--- config.mk ---
export PLATFORM = sky130hd
export DESIGN_NAME = bound_flasher_ctrl
export DESIGN_NICKNAME = d
export VERILOG_FILES = /design/src/rtl/bound_flasher_ctrl.sv
export SDC_FILE = /design/constraint.sdc
export NUM_CORES = 1
export LEC_CHECK = 0
export CORE_ASPECT_RATIO = 1.2
export CORE_MARGIN = 2
export CORE_UTILIZATION = 25
export DETAILED_ROUTE_END_ITERATION = 7
export PLACE_DENSITY = 0.64
export SYNTH_ARGS = -nofsm -noshare
export SYNTH_HDL_FRONTEND = slang
export SYNTH_SLANG_ARGS = --single-unit
--- constraint.sdc ---
create_clock -name clk -period 1.65 [get_ports clk]
set_input_delay 0.165 -clock clk [delete_from_list [all_inputs] [get_ports clk]]
set_output_delay 0.165 -clock clk [all_outputs]
set_load 0.005 [all_outputs]
--- src/rtl/bound_flasher_ctrl.sv ---
// Control FSM for the bound flasher: sequences the lamp counter through its
// up/down segments, handles kickback requests and the final blink phase.
module bound_flasher_ctrl (
    input  logic        clk,
    input  logic        rst_n,
    input  logic        flick,
    input  logic [4:0]  counter,
    output logic [1:0]  count_state,
    output logic [4:0]  counter_load,
    output logic        counter_load_en,
    output logic [15:0] lamp
);

    localparam logic [1:0] COUNT_DIS     = 2'b00;
    localparam logic [1:0] COUNT_UP_EN   = 2'b01;
    localparam logic [1:0] COUNT_DOWN_EN = 2'b10;
    localparam logic [1:0] COUNT_HOLD    = 2'b11;
    localparam logic [4:0] COUNTER_INIT  = 5'd0;
    localparam logic [4:0] LAMP_MAX      = 5'd16;

    typedef enum logic [2:0] {
        IDLE  = 3'd0,
        S1    = 3'd1,
        S2    = 3'd2,
        S3    = 3'd3,
        S4    = 3'd4,
        S5    = 3'd5,
        BLINK = 3'd6
    } state_t;

    state_t     state;
    state_t     state_n;
    logic [1:0] blink_cnt;
    logic       kick_pt;

    assign kick_pt = flick && ((counter == 5'd6) || (counter == 5'd11));

    always_comb begin
        state_n = state;
        case (state)
            IDLE:    state_n = flick ? S1 : IDLE;
            S1:      if (counter == 5'd6) state_n = S2;
            S2:      if (counter == 5'd0) state_n = S3;
            S3: begin
                if (kick_pt)                state_n = S2;
                else if (counter == 5'd11)  state_n = S4;
            end
            S4:      if (counter == 5'd6) state_n = S5;
            S5: begin
                if (kick_pt)                state_n = S4;
                else if (counter == 5'd16)  state_n = BLINK;
            end
            BLINK: begin
                if ((blink_cnt == 2'd3) && (counter == COUNTER_INIT)) state_n = IDLE;
            end
            default: state_n = IDLE;
        endcase
    end

    // blink_cnt counts the cycles that switch all lamps off while blinking
    always_ff @(posedge clk or negedge rst_n) begin
        if (!rst_n) begin
            state     <= IDLE;
            blink_cnt <= 2'd0;
        end else begin
            state <= state_n;
            if (state_n == BLINK) begin
                if (counter != COUNTER_INIT) blink_cnt <= blink_cnt + 2'd1;
            end else begin
                blink_cnt <= 2'd0;
            end
        end
    end

    // Decoding from state_n lets the counter turn around on the target itself
    always_comb begin
        count_state     = COUNT_DIS;
        counter_load    = COUNTER_INIT;
        counter_load_en = 1'b0;
        if (rst_n) begin
            case (state_n)
                S1, S3, S5: count_state = COUNT_UP_EN;
                S2, S4:     count_state = COUNT_DOWN_EN;
                BLINK: begin
                    count_state     = COUNT_HOLD;
                    counter_load_en = 1'b1;
                    counter_load    = (counter == COUNTER_INIT) ? LAMP_MAX : COUNTER_INIT;
                end
                default:    count_state = COUNT_DIS;
            endcase
        end
    end

    always_comb begin
        lamp = '0;
        for (int i = 0; i < 16; i++) begin
            lamp[i] = (5'(i) < counter);
        end
    end

endmodule

* After elaboration in Yosys (flattened, before gate mapping) *
Index checks and enable logic that the tools add are counted.
Widths: inputs -> output; s select.

word-level totals
  register bits = 5
  input bits = 8
  word-level logic and storage cells = 63

operators by class
  $add $sub $neg = 1
  magnitude comparators = 16
  equality and inequality tests = 17
  muxes and demuxes = 19
  reductions and logical operators = 8

operator list
  operator             count
  $lt 4x5->1 const A   8
  $mux 3               8
  $pmux 3 s7           1
  $lt 3x5->1 const A   4
  $eq 3x3->1 const B   6
  $mux 5               3
  $eq 3x2->1 const B   4
  $lt 1x5->1 const A   2
  $lt 2x5->1 const A   2
  $eq 3x1->1 const B   2
  $mux 2               3
  $pmux 2 s3           1
  $eq 5x3->1 const B   1
  $eq 5x4->1 const B   1
  $eq 5x5->1 const B   1
  $logic_not 5->1      1
  $reduce_bool 5->1    1
  $logic_not 3->1      1
  $mux 1               3
  $reduce_or 3->1      1
  $add 2x1->2 const B  1
  $eq 2x2->1 const B   1
  $logic_and 1x1->1    2
  $ne 2x1->1 const B   1
  other kinds (2)      2

* Longest topological paths before layout *
  depth after elaboration = 9
  depth in mapped cells = 6

* Least setup slack after synthesis *
OpenSTA, ideal clock, no wires.

  kind = input port to output port
  start point = in counter[0]
  end point = out count_state[1]
  data arrival time = 1.285 ns
  data required time = 1.485 ns
  path slack = 0.200 ns
  stages = 5
  buffers on the path = 1
  cell sequence = buf_6 -> or3_4 -> o221a_1 -> nor3_1 -> o211a_1

on the way
  longest elaborated chain between the ends = 9

ends and longest elaborated chain
  element                                             line    text
  start, declared                                     7       input logic [4:0] counter,
  $eq 5x3->1 or $eq 5x4->1 (tied branches)            -
  $logic_or 1x1->1                                    36      assign kick_pt = flick && ((counter == 5'd6) || (counter == 5'd11));
  $logic_and 1x1->1                                   36
  $mux 3, on equally long branches                    50, 45
  $pmux 3 s7 (*)                                      40      case (state)
  $eq 3x1->1, or another cell as far along            81      case (state_n)
  $reduce_or 3->1 or $reduce_or 2->1 (tied branches)  81
  $pmux 2 s3 (*)                                      81
  $mux 2 (*)                                          80      if (rst_n) begin
  end, declared                                       8       output logic [1:0] count_state,

Mark *: on every way between the ends. The rest lies on a longest branch, timed or not.

* Final worst setup path *
  start point = reg state[2]
  end point = out count_state[1]

on the way
  longest elaborated chain between the ends = 7

ends and longest elaborated chain
  element                                             line    text
  start, declared                                     31      state_t state;
  start signal, assigned                              66      state <= state_n;
  $mux 3, on equally long branches                    51, 46
  $mux 3, on equally long branches                    50, 45
  $pmux 3 s7 (*)                                      40
  $eq 3x1->1, or another cell as far along            81
  $reduce_or 3->1 or $reduce_or 2->1 (tied branches)  81
  $pmux 2 s3 (*)                                      81
  $mux 2 (*)                                          80

Marks and branches as above.

==> results.py <==
metrics = {
    "global_route": {
        "grt_use_total": 0.172,
        "overflow": 0,
        "grt_pass1_vias": 922,
        "antenna_found_initial": 0,
        "grt_pass1_wl_um": 4000,
        "grt_start_max_net_pins": 9,
    },
    "sta": {
        "setup_tns_ps": -491,
        "period_share": 1.09,
        "fmax_mhz": 553,
        "setup_ws_ps": -157,
        "rsz0062_at_grt": "yes",
        "finalClockSkew_ps": 0.123,
        "fin_crit_ps": 1810,
        "hold_viol": 0,
        "finalMaxSlewViolations": 0,
        "setup_viol": 4,
    },
    "detailed_routing": {
        "drt-vias-per-instance": 4.88,
        "ant_nets": 0,
        "first_iter_violations": 8,
        "vias": 922,
        "wire_per_inst_um": 13.6,
        "drc": 0,
        "dr.pass1.iters": 4,
        "drt_wl_total_um": 2570,
    },
    "power": {
        "ir_worst_vdd_mv": 0.413,
        "leakagePower_nw": 0.625,
        "cellPowerDensity_nw_per_um2": 641,
    },
    "critical_path": {
        "cp_max_fo": 6,
        "cpLargestDelayFamily": "simple AND/OR/NAND/NOR gates",
        "arrival_ps": 1640,
        "slowest_stage": "dfrtp_2",
        "end_kind": "output pin",
        "worstSetupPathType": "reg -> out",
        "cp-start-kind": "flip-flop",
        "cp_slowest_stage_delay_ps": 400,
        "crit_required_ps": 1480,
        "worstPathBufferInverterCount": 1,
        "cp_cell_sequence": "or2b_4, nor4_4, nor3_2, o211a_1, buf_2",
    },
    "die": {
        "pin_count": 32,
        "start_util": 0.259,
        "fp.dieH_um": 59.8,
        "rows": 20,
        "die_w_um": 50.5,
        "dieArea_um2": 3020,
        "core_area_um2": 2500,
    },
    "placement": {
        "gp_congestion": 0.793,
        "port_buffers": 27,
        "placed_cells": 168,
        "place_hpwl_um": 1710,
    },
    "clocking": {
        "clk_pin_slew_ps": 40,
        "clkLatencyLatePin_ps": 230,
        "clock_path_buffers": 2,
        "cts_tree": "yes",
        "cts_buffers": 3,
        "clock-sinks": 5,
        "h-tree-depth": 1,
        "ctsRootBufferMaster": "clkbuf_4",
    },
    "synthesis": {
        "synthFlopType": "dfrtp_1",
        "yosysTopAreaCell": "dfrtp_1",
        "synth_top_area_share": 0.193,
        "ys_top_cells_by_count": "10 x nand2_1, 8 x nor2_1, 6 x buf_4",
        "ys_warn_count": 0,
        "synth_edf_count": 0,
        "synth-seq-cells": 5,
        "syn_inst": 88,
        "ys_async_sr_fraction": 1.00,
        "ys_seq_area_frac": 0.193,
        "synth_cell_type_count": 39,
        "yosys.cell_count.top_type": "nand2_1",
        "synth.avg_cell_area_um2": 7.37,
        "synth_area_leaders": "dfrtp_1 19%, buf_4 6.9%, nand2_1 5.8%",
        "syn_area_um2": 648,
    },
    "job": {
        "maxCapViolCount": 0,
    },
    "cells_and_area": {
        "nNetsFinal": 166,
        "area_delta_synth_final_pct": 118,
        "fin_util": 0.565,
        "n_antenna_cell": 0,
        "final_cells": 189,
        "drive_above_1_share": 0.551,
    },
    "status": {
        "outcome": "complete, but fails checks",
        "violations": "setup timing",
    },
    "worst_hold_path": {
        "hp-class": "in -> async",
    },
}
layer usage:
| metal | vias up | GRT usage | wire, µm |
|---|---|---|---|
| met1 | 440 | 0.164 | 872 |
| met3 | 6 | 0.0150 | 114 |
| met4 | 0 | 0.0965 | 86 |
| met5 | - | 0 | 0 |
| met2 | 33 | 0.355 | 1500 |
| li1 | 443 | - | - |
worst paths after layout:
path,start,end,slack [ps],cells after the start
worst max-delay path,state[2],count_state[1],-160,5
worst min-delay path,rst_n,blink_cnt[0],430,2
worst max register to register,state[1],blink_cnt[0],220,7
worst min register to register,blink_cnt[1],blink_cnt[1],550,2
max in group asynchronous,rst_n,state[0],1100,2
min in group clk,counter[4],state[1],510,6
kinds of logic (layout without fill, tap and decap cells):
group / Yosys count / in the layout / share of synthesized area
buf+inv: 14 / 79 / 0.133
flops: 5 / 5 / 0.193
fa+ha+maj: 1 / 1 / 0.0193
simple gates: 43 / 43 / 0.367
xor+xnor: 1 / 1 / 0.0135
compound gates: 22 / 22 / 0.253
other cells: 1 / 4 / 0.00579
mux: 1 / 1 / 0.0154
sequential cells by signal, summed over array words and instances (netlist names):
name       flops
state          3
blink_cnt      2
metrics by stage:
| step | total power, mW | hold WS (ps) | area, µm² | worst slack, ps |
|---|---|---|---|---|
| 5_1_grt | 0.957 | 440 | 1410 | -237 |
| 2_1_floorplan | 0.345 | -131 | 659 | 200 |
| 4_1_cts | 0.853 | 371 | 1370 | -136 |
| 3_5_place_dp | 0.558 | 546 | 1110 | -859 |
| 3_3_place_gp | 0.551 | 515 | 1110 | -883 |
| 6_report | 0.906 | 433 | 1410 | -157 |
worst reg2reg max path, stage by stage (launching register included):
cell and delay, ps:
dfrtp_1 400, buf_6 120, nand2_2 70, a311oi_4 310, a31oi_4 80, buf_6 150
buf_4 120, nor2_1 110
power by group:
group          internal [mW]  switching, mW  leakage [nW]
sequential             0.148         0.0350        0.0616
combinational          0.339          0.249         0.549
clock                 0.0911         0.0445        0.0150
total                  0.577          0.329         0.625
layout make-up:
| cell class | instances | area, µm² |
|---|---|---|
| Fill cell | 222 | 1090 |
| Timing Repair Buffer | 73 | 629 |
| Multi-Input combinational cell | 72 | 582 |
| Sequential cell | 5 | 128 |
| Tap cell | 33 | 41.3 |
| Clock buffer | 4 | 26.3 |
| Inverter | 2 | 7.51 |
cell usage in the layout, fill, tap and decap left out, types with 3 or more instances in the layout:
| cell type | count |
|---|---|
| buf_4 | 35 |
| clkdlybuf4s50_1 | 12 |
| buf_6 | 10 |
| nand2_1 | 9 |
| buf_2 | 7 |
| nor2_1 | 6 |
| nand3_1 | 5 |
| o21ai_0 | 5 |
| nand2b_1 | 4 |
| conb_1 | 4 |
| or3_4 | 3 |
| o21bai_1 | 3 |
| dfrtp_1 | 3 |
| clkbuf_4 | 3 |
| clkdlybuf4s15_2 | 3 |
what timing repair did:
action | CTS | global route
hold buffers | 0 | 0
pin swaps | 14 | 3
setup buffers | 15 | 2
resized for setup | 68 | 14
setup endpoints to repair | 23 | 7
No activity file was read; power rests on OpenSTA's default activity.
==> variant 1 (config.mk and constraints unchanged) <==
The 7 states of `state_t` get a Gray code encoding in 3 bits.
--- a/src/rtl/bound_flasher_ctrl.sv
+++ b/src/rtl/bound_flasher_ctrl.sv
@@ -19,13 +19,13 @@
     localparam logic [4:0] LAMP_MAX      = 5'd16;
 
     typedef enum logic [2:0] {
-        IDLE  = 3'd0,
-        S1    = 3'd1,
-        S2    = 3'd2,
-        S3    = 3'd3,
-        S4    = 3'd4,
-        S5    = 3'd5,
-        BLINK = 3'd6
+        IDLE  = 3'b000,
+        S1    = 3'b001,
+        S2    = 3'b011,
+        S3    = 3'b010,
+        S4    = 3'b110,
+        S5    = 3'b111,
+        BLINK = 3'b101
     } state_t;
 
     state_t     state;
Formal check against the unedited RTL: no difference found for any inputs over 10 cycles, from zero or initial values and one cycle with rst_n low; not proved beyond that.
==> variant 1 against the original RTL <==
  * The run still ends with setup timing left
  * Design area shrank 18%
  * Worst setup slack lost 0.39 ns
  * Wire length shrank 26%
  * Sequential cell count is the same
  * Total power shrank 2.8%
  * Final cell count shrank 12%
  * Sequential share of layout area grew 1.7 points
  * Area after synthesis shrank 6.2%
  * Critical path type is now in2out
  * Largest cell class unchanged
==> variant 1: results (changes against the original RTL) <==
| Metric | Value |
|---|---|
| H-tree depth | 1 (unchanged) |
| Crit path largest cell delay | 0.37 ns (-0.03 ns) |
| Number of global-route vias before repair | 743 (-19%) |
| FF-to-FF Start | state[0] |
| Fin worst setup slack | -0.545 ns (-0.388 ns) |
| Worst-case register-to-register setup slack | 0.16 ns (-0.06 ns) |
| Worst path slowest cell | or3_4 |
| Crit path DAT | 2.03 ns (+0.39 ns) |
| Worst-Skew Late Latency | about 0.24 ns |
| GRT Util Overall | 14.0% (-3.2 points) |
| WL final | 1.90 mm (-26%) |
| Hold Path Class | in2async |
| Failing checks | setup timing |
| Clock skew | 0.00182 ns (+0.00169 ns) |
| Fill count | 238 (+7.2%) |
| GP Congestion | 0.813 (+2.6%) |
| Post-Place Setup Slack | -1.32 ns (-0.465 ns) |
| Global-route wire length before repair | 3.10 mm (-23%) |
| Drt initial violations | 6 (-2) |
| Final nets | 146 (-12%) |
| Ys Warns | 0 (unchanged) |
| Ant diodes | 0 (unchanged) |
| P_leak | 0.569 nW (-8.9%) |
| Number of antenna violations at the first check in global routing | 0 (unchanged) |
| Largest net degree at the start of global routing | 14 (+5) |
| Crit path to | count_state[1] |
| TritonCTS buffer count | 3 (unchanged) |
| Top cells by count, synth | nand2_1, nor2_1, buf_4, dfrtp_1, nand2b_1 |
| Vias per cell | 4.53 (-7.2%) |
| Worst-path maximum fanout | 3 (-3) |
| VDD IR max | 0.000529 V (+28%) |
| Netlist cell types | 38 (-2.6%) |
| CP top delay family | simple AND/OR/NAND/NOR gates |
| Post-detail-place hpwl | 1.44 mm (-16%) |
| Worst Setup SP | counter[0] |
| Pre-antenna DRT Iters | 4 (unchanged) |
| CTS max path bufs | 2 (unchanged) |
| Biggest regs | state: 3 flops, blink_cnt: 2 flops |
| Share of cells above drive strength 1 | 47.8% (-7.3 points) |
| Most area-consuming cells after synthesis | dfrtp_1, buf_4, a31o_2, nand2b_1, nand2_1 |
| Critical R2R Capture | blink_cnt[1] |
| Register area share after synthesis | 20.6% (+1.3 points) |
| Finish-stage setup viols | 4 (unchanged) |
| Register-to-Register Path Depth | 8 (+1) |
| Status | finished, violations left |
==> variant 1: metal layers <==
metal | global-route usage, % | wire (um) | up-vias
met4 | 8.16 | 11 | 0
li1 | - | - | 382
met1 | 14.2 | 771 | 352
met2 | 27.4 | 1040 | 20
met5 | 0 | 0 | -
met3 | 1.80 | 68 | 2
==> variant 1: area by class of cell <==
cell class | instances | area [um2] | area share (%)
clock buffers | 4 | 26.3 | 2.25
inverters | 4 | 17.5 | 1.50
multi-input cells | 64 | 474 | 40.7
flip-flops and latches | 5 | 125 | 10.7
well taps | 31 | 38.8 | 3.33
repair buffers | 59 | 484 | 41.5
==> variant 1: through the flow <==
stage,area [um2],hold WS (ns),TNS (ns),instances
4_1_cts,1130,0.203,-1.78,166
3_3_place_gp,1050,0.466,-9.08,156
3_5_place_dp,1050,0.466,-9.48,156
2_1_floorplan,619,-0.131,-0.798,83
6_report,1170,0.211,-1.41,167
5_1_grt,1170,0.244,-1.77,167
==> variant 1: what timing repair did <==
item                                    CTS  global route
setup buffers                             6             1
endpoints found under the setup margin   22             7
pin swaps                                 7             7
resized for setup                        46            17
==> variant 1: cells by family (layout without fill, tap and decap cells) <==
group | after synthesis | in the layout | share of synthesized area, %
fa+ha+maj | 1 | 1 | 2.06
other cells | 1 | 4 | 0.617
compound gates | 20 | 20 | 24.1
flops | 5 | 5 | 20.6
buf+inv | 14 | 67 | 13.4
xor+xnor | 3 | 3 | 4.32
mux | 3 | 3 | 5.14
simple gates | 33 | 33 | 29.8
==> variant 1: power by group <==
part,internal (W),switching [W]
Clock,0.0000912,0.0000468
Sequential,0.000148,0.0000236
Combinational,0.000330,0.000241
==> variant 2 (config.mk and constraints unchanged) <==
Without the edit above. Make the reset (`rst_n`) synchronous in one clocked block.
--- a/src/rtl/bound_flasher_ctrl.sv
+++ b/src/rtl/bound_flasher_ctrl.sv
@@ -58,7 +58,7 @@
     end
 
     // blink_cnt counts the cycles that switch all lamps off while blinking
-    always_ff @(posedge clk or negedge rst_n) begin
+    always_ff @(posedge clk) begin
         if (!rst_n) begin
             state     <= IDLE;
             blink_cnt <= 2'd0;
Check against the original RTL: same outputs for any inputs over 10 cycles, from zero or initial values and one cycle with rst_n low; that may be too few to reach the edited logic, so the function may still have changed.
==> variant 2 against the original RTL <==
  * The flow still finishes with violations (setup timing)
  * Utilization is 4.8 points lower
  * Via count is 3.5% lower
  * Area after synthesis is 1.4% lower
  * Wire length is 9.2% lower
  * Sequential cell count stayed put
  * Global-route usage is 0.99 points lower
  * Worst setup slack worse by 0.14 ns
  * Design area is 9.5% lower
  * Critical path depth is 3 higher
  * Critical path type is now in2out
Power is not compared: it rests on default switching activity, and its combinational part moved more than twofold at a synthesized area within 25%.
==> variant 2: results (changes against the original RTL) <==
| Metric | Value |
|---|---|
| Met2 Usage GRT | 32.5% (-3.0 points) |
| Crit path largest cell delay | 0.57 ns (+0.17 ns) |
| WL final | 2.34 mm (-9.2%) |
| Hold Path Class | reg2reg |
| Crit path DAT | 1.78 ns (+0.14 ns) |
| Post-Place Setup Slack | -0.879 ns (-0.0205 ns) |
| Drt initial violations | 22 (+14) |
| Adder-cell share of the synthesized area | 1.96% (+0.026 points) |
| Worst-Skew Late Latency | 0.25 ns (+0.02 ns) |
| Top cells by count, synth | nand2_1, o21ai_0, clkbuf_1, a21oi_1 |
| Ys async rst share | 0% (-100 points) |
| Fill count | 255 (+15%) |
| Vias | 890 (-3.5%) |
| Failing checks | setup timing |
| Final nets | 164 (-1.2%) |
| Clock skew | 0.00443 ns (+0.00431 ns) |
| Finish-stage setup viols | 4 (unchanged) |
| Number of global-route vias before repair | 831 (-9.9%) |
| Status | finished, violations left |
| Met1 Usage GRT | 16.1% (-0.23 points) |
| Most area-consuming cells after synthesis | dfxtp_1, nand2_1, o21ai_0, buf_4, a21oi_1 |
| Synth Area in XOR/XNOR | 1.37% (+0.019 points) |
| Largest net degree at the start of global routing | 10 (+1) |
| Global-route wire length before repair | 3.66 mm (-8.5%) |
| CTS max path bufs | 2 (unchanged) |
| Worst-path maximum fanout | 3 (-3) |
| Synth Area in Compound Gates | 24.9% (-0.44 points) |
| GRT Util Overall | 16.2% (-0.99 points) |
| Register-to-Register Path Depth | 10 (+3) |
| Worst path slowest cell | or4_4 |
| Multiplexer share of the synthesized area | 0% (-1.5 points) |
| Netlist cell types | 34 (-13%) |
| Fin worst setup slack | -0.296 ns (-0.139 ns) |
| Share of cells above drive strength 1 | 44.8% (-10 points) |
| Routing usage on met3 | 1.77% (+0.27 points) |
[variant 2: cell families after synthesis]
family,after synthesis
fa+ha+maj,1
simple gates,47
buf+inv,18
compound gates,25
other cells,1
xor+xnor,1
flops,5
[variant 2: cell type report]
cell class | instances | share of cell area [%]
Multi-Input combinational cell | 78 | 43.2
Tap cell | 33 | 3.23
Inverter | 5 | 1.47
Sequential cell | 5 | 8.50
Clock buffer | 4 | 2.05
Timing Repair Buffer | 62 | 41.5
[variant 2: per-stage QoR]
step / TNS (ns) / power (W) / cell area [um2] / hold slack [ns] / cells
after floorplan: 0 / 0.000202 / 651 / 0.287 / 101
final: -1.00 / 0.000461 / 1280 / 0.479 / 187
after global placement: -7.54 / 0.000309 / 1120 / 0.452 / 177
after global routing: -1.23 / 0.000493 / 1280 / 0.504 / 187
after detailed placement: -8.02 / 0.000312 / 1120 / 0.468 / 177
after CTS: -0.916 / 0.000463 / 1230 / 0.474 / 186
[variant 2: worst paths after layout]
| path | from | endpoint | slack (ns) |
|---|---|---|---|
| min reg2reg | blink_cnt[1] | blink_cnt[1] | 0.48 |
| max | counter[1] | count_state[1] | -0.30 |
| max reg2reg | state[2] | blink_cnt[0] | 0.06 |
| min | blink_cnt[1] | blink_cnt[1] | 0.48 |
[variant 2: power groups by stage]
| stage | registers [W] | clock network (W) | logic [W] |
|---|---|---|---|
| floorplan | 0.000128 | 0 | 0.0000738 |
| finish | 0.000123 | 0.000144 | 0.000193 |
| global placement | 0.000128 | 0 | 0.000181 |
| CTS | 0.000125 | 0.000151 | 0.000188 |
| detailed placement | 0.000128 | 0 | 0.000184 |
| global route | 0.000124 | 0.000159 | 0.000210 |
[variant 2: routing by layer]
layer	vias up	routed length, um	share of wire (%)
met4	0	56	2.4
met1	390	883	38
met5	-	0	0
li1	452	-	-
met3	7	147	6.3
met2	41	1250	54
[variant 2: worst max-delay path: cells and delay by family]
family                 cells  cell delay, ns
buffers and inverters      3            0.36
AO/OA/AOI/OAI              3            0.46
AND/OR/NAND/NOR            2            0.80
[variant 2: timing repair]
item	CTS	global route
setup endpoints to repair	22	8
cloned	0	0
pin swaps	14	5
buffers inserted	5	1
resized for setup	58	12
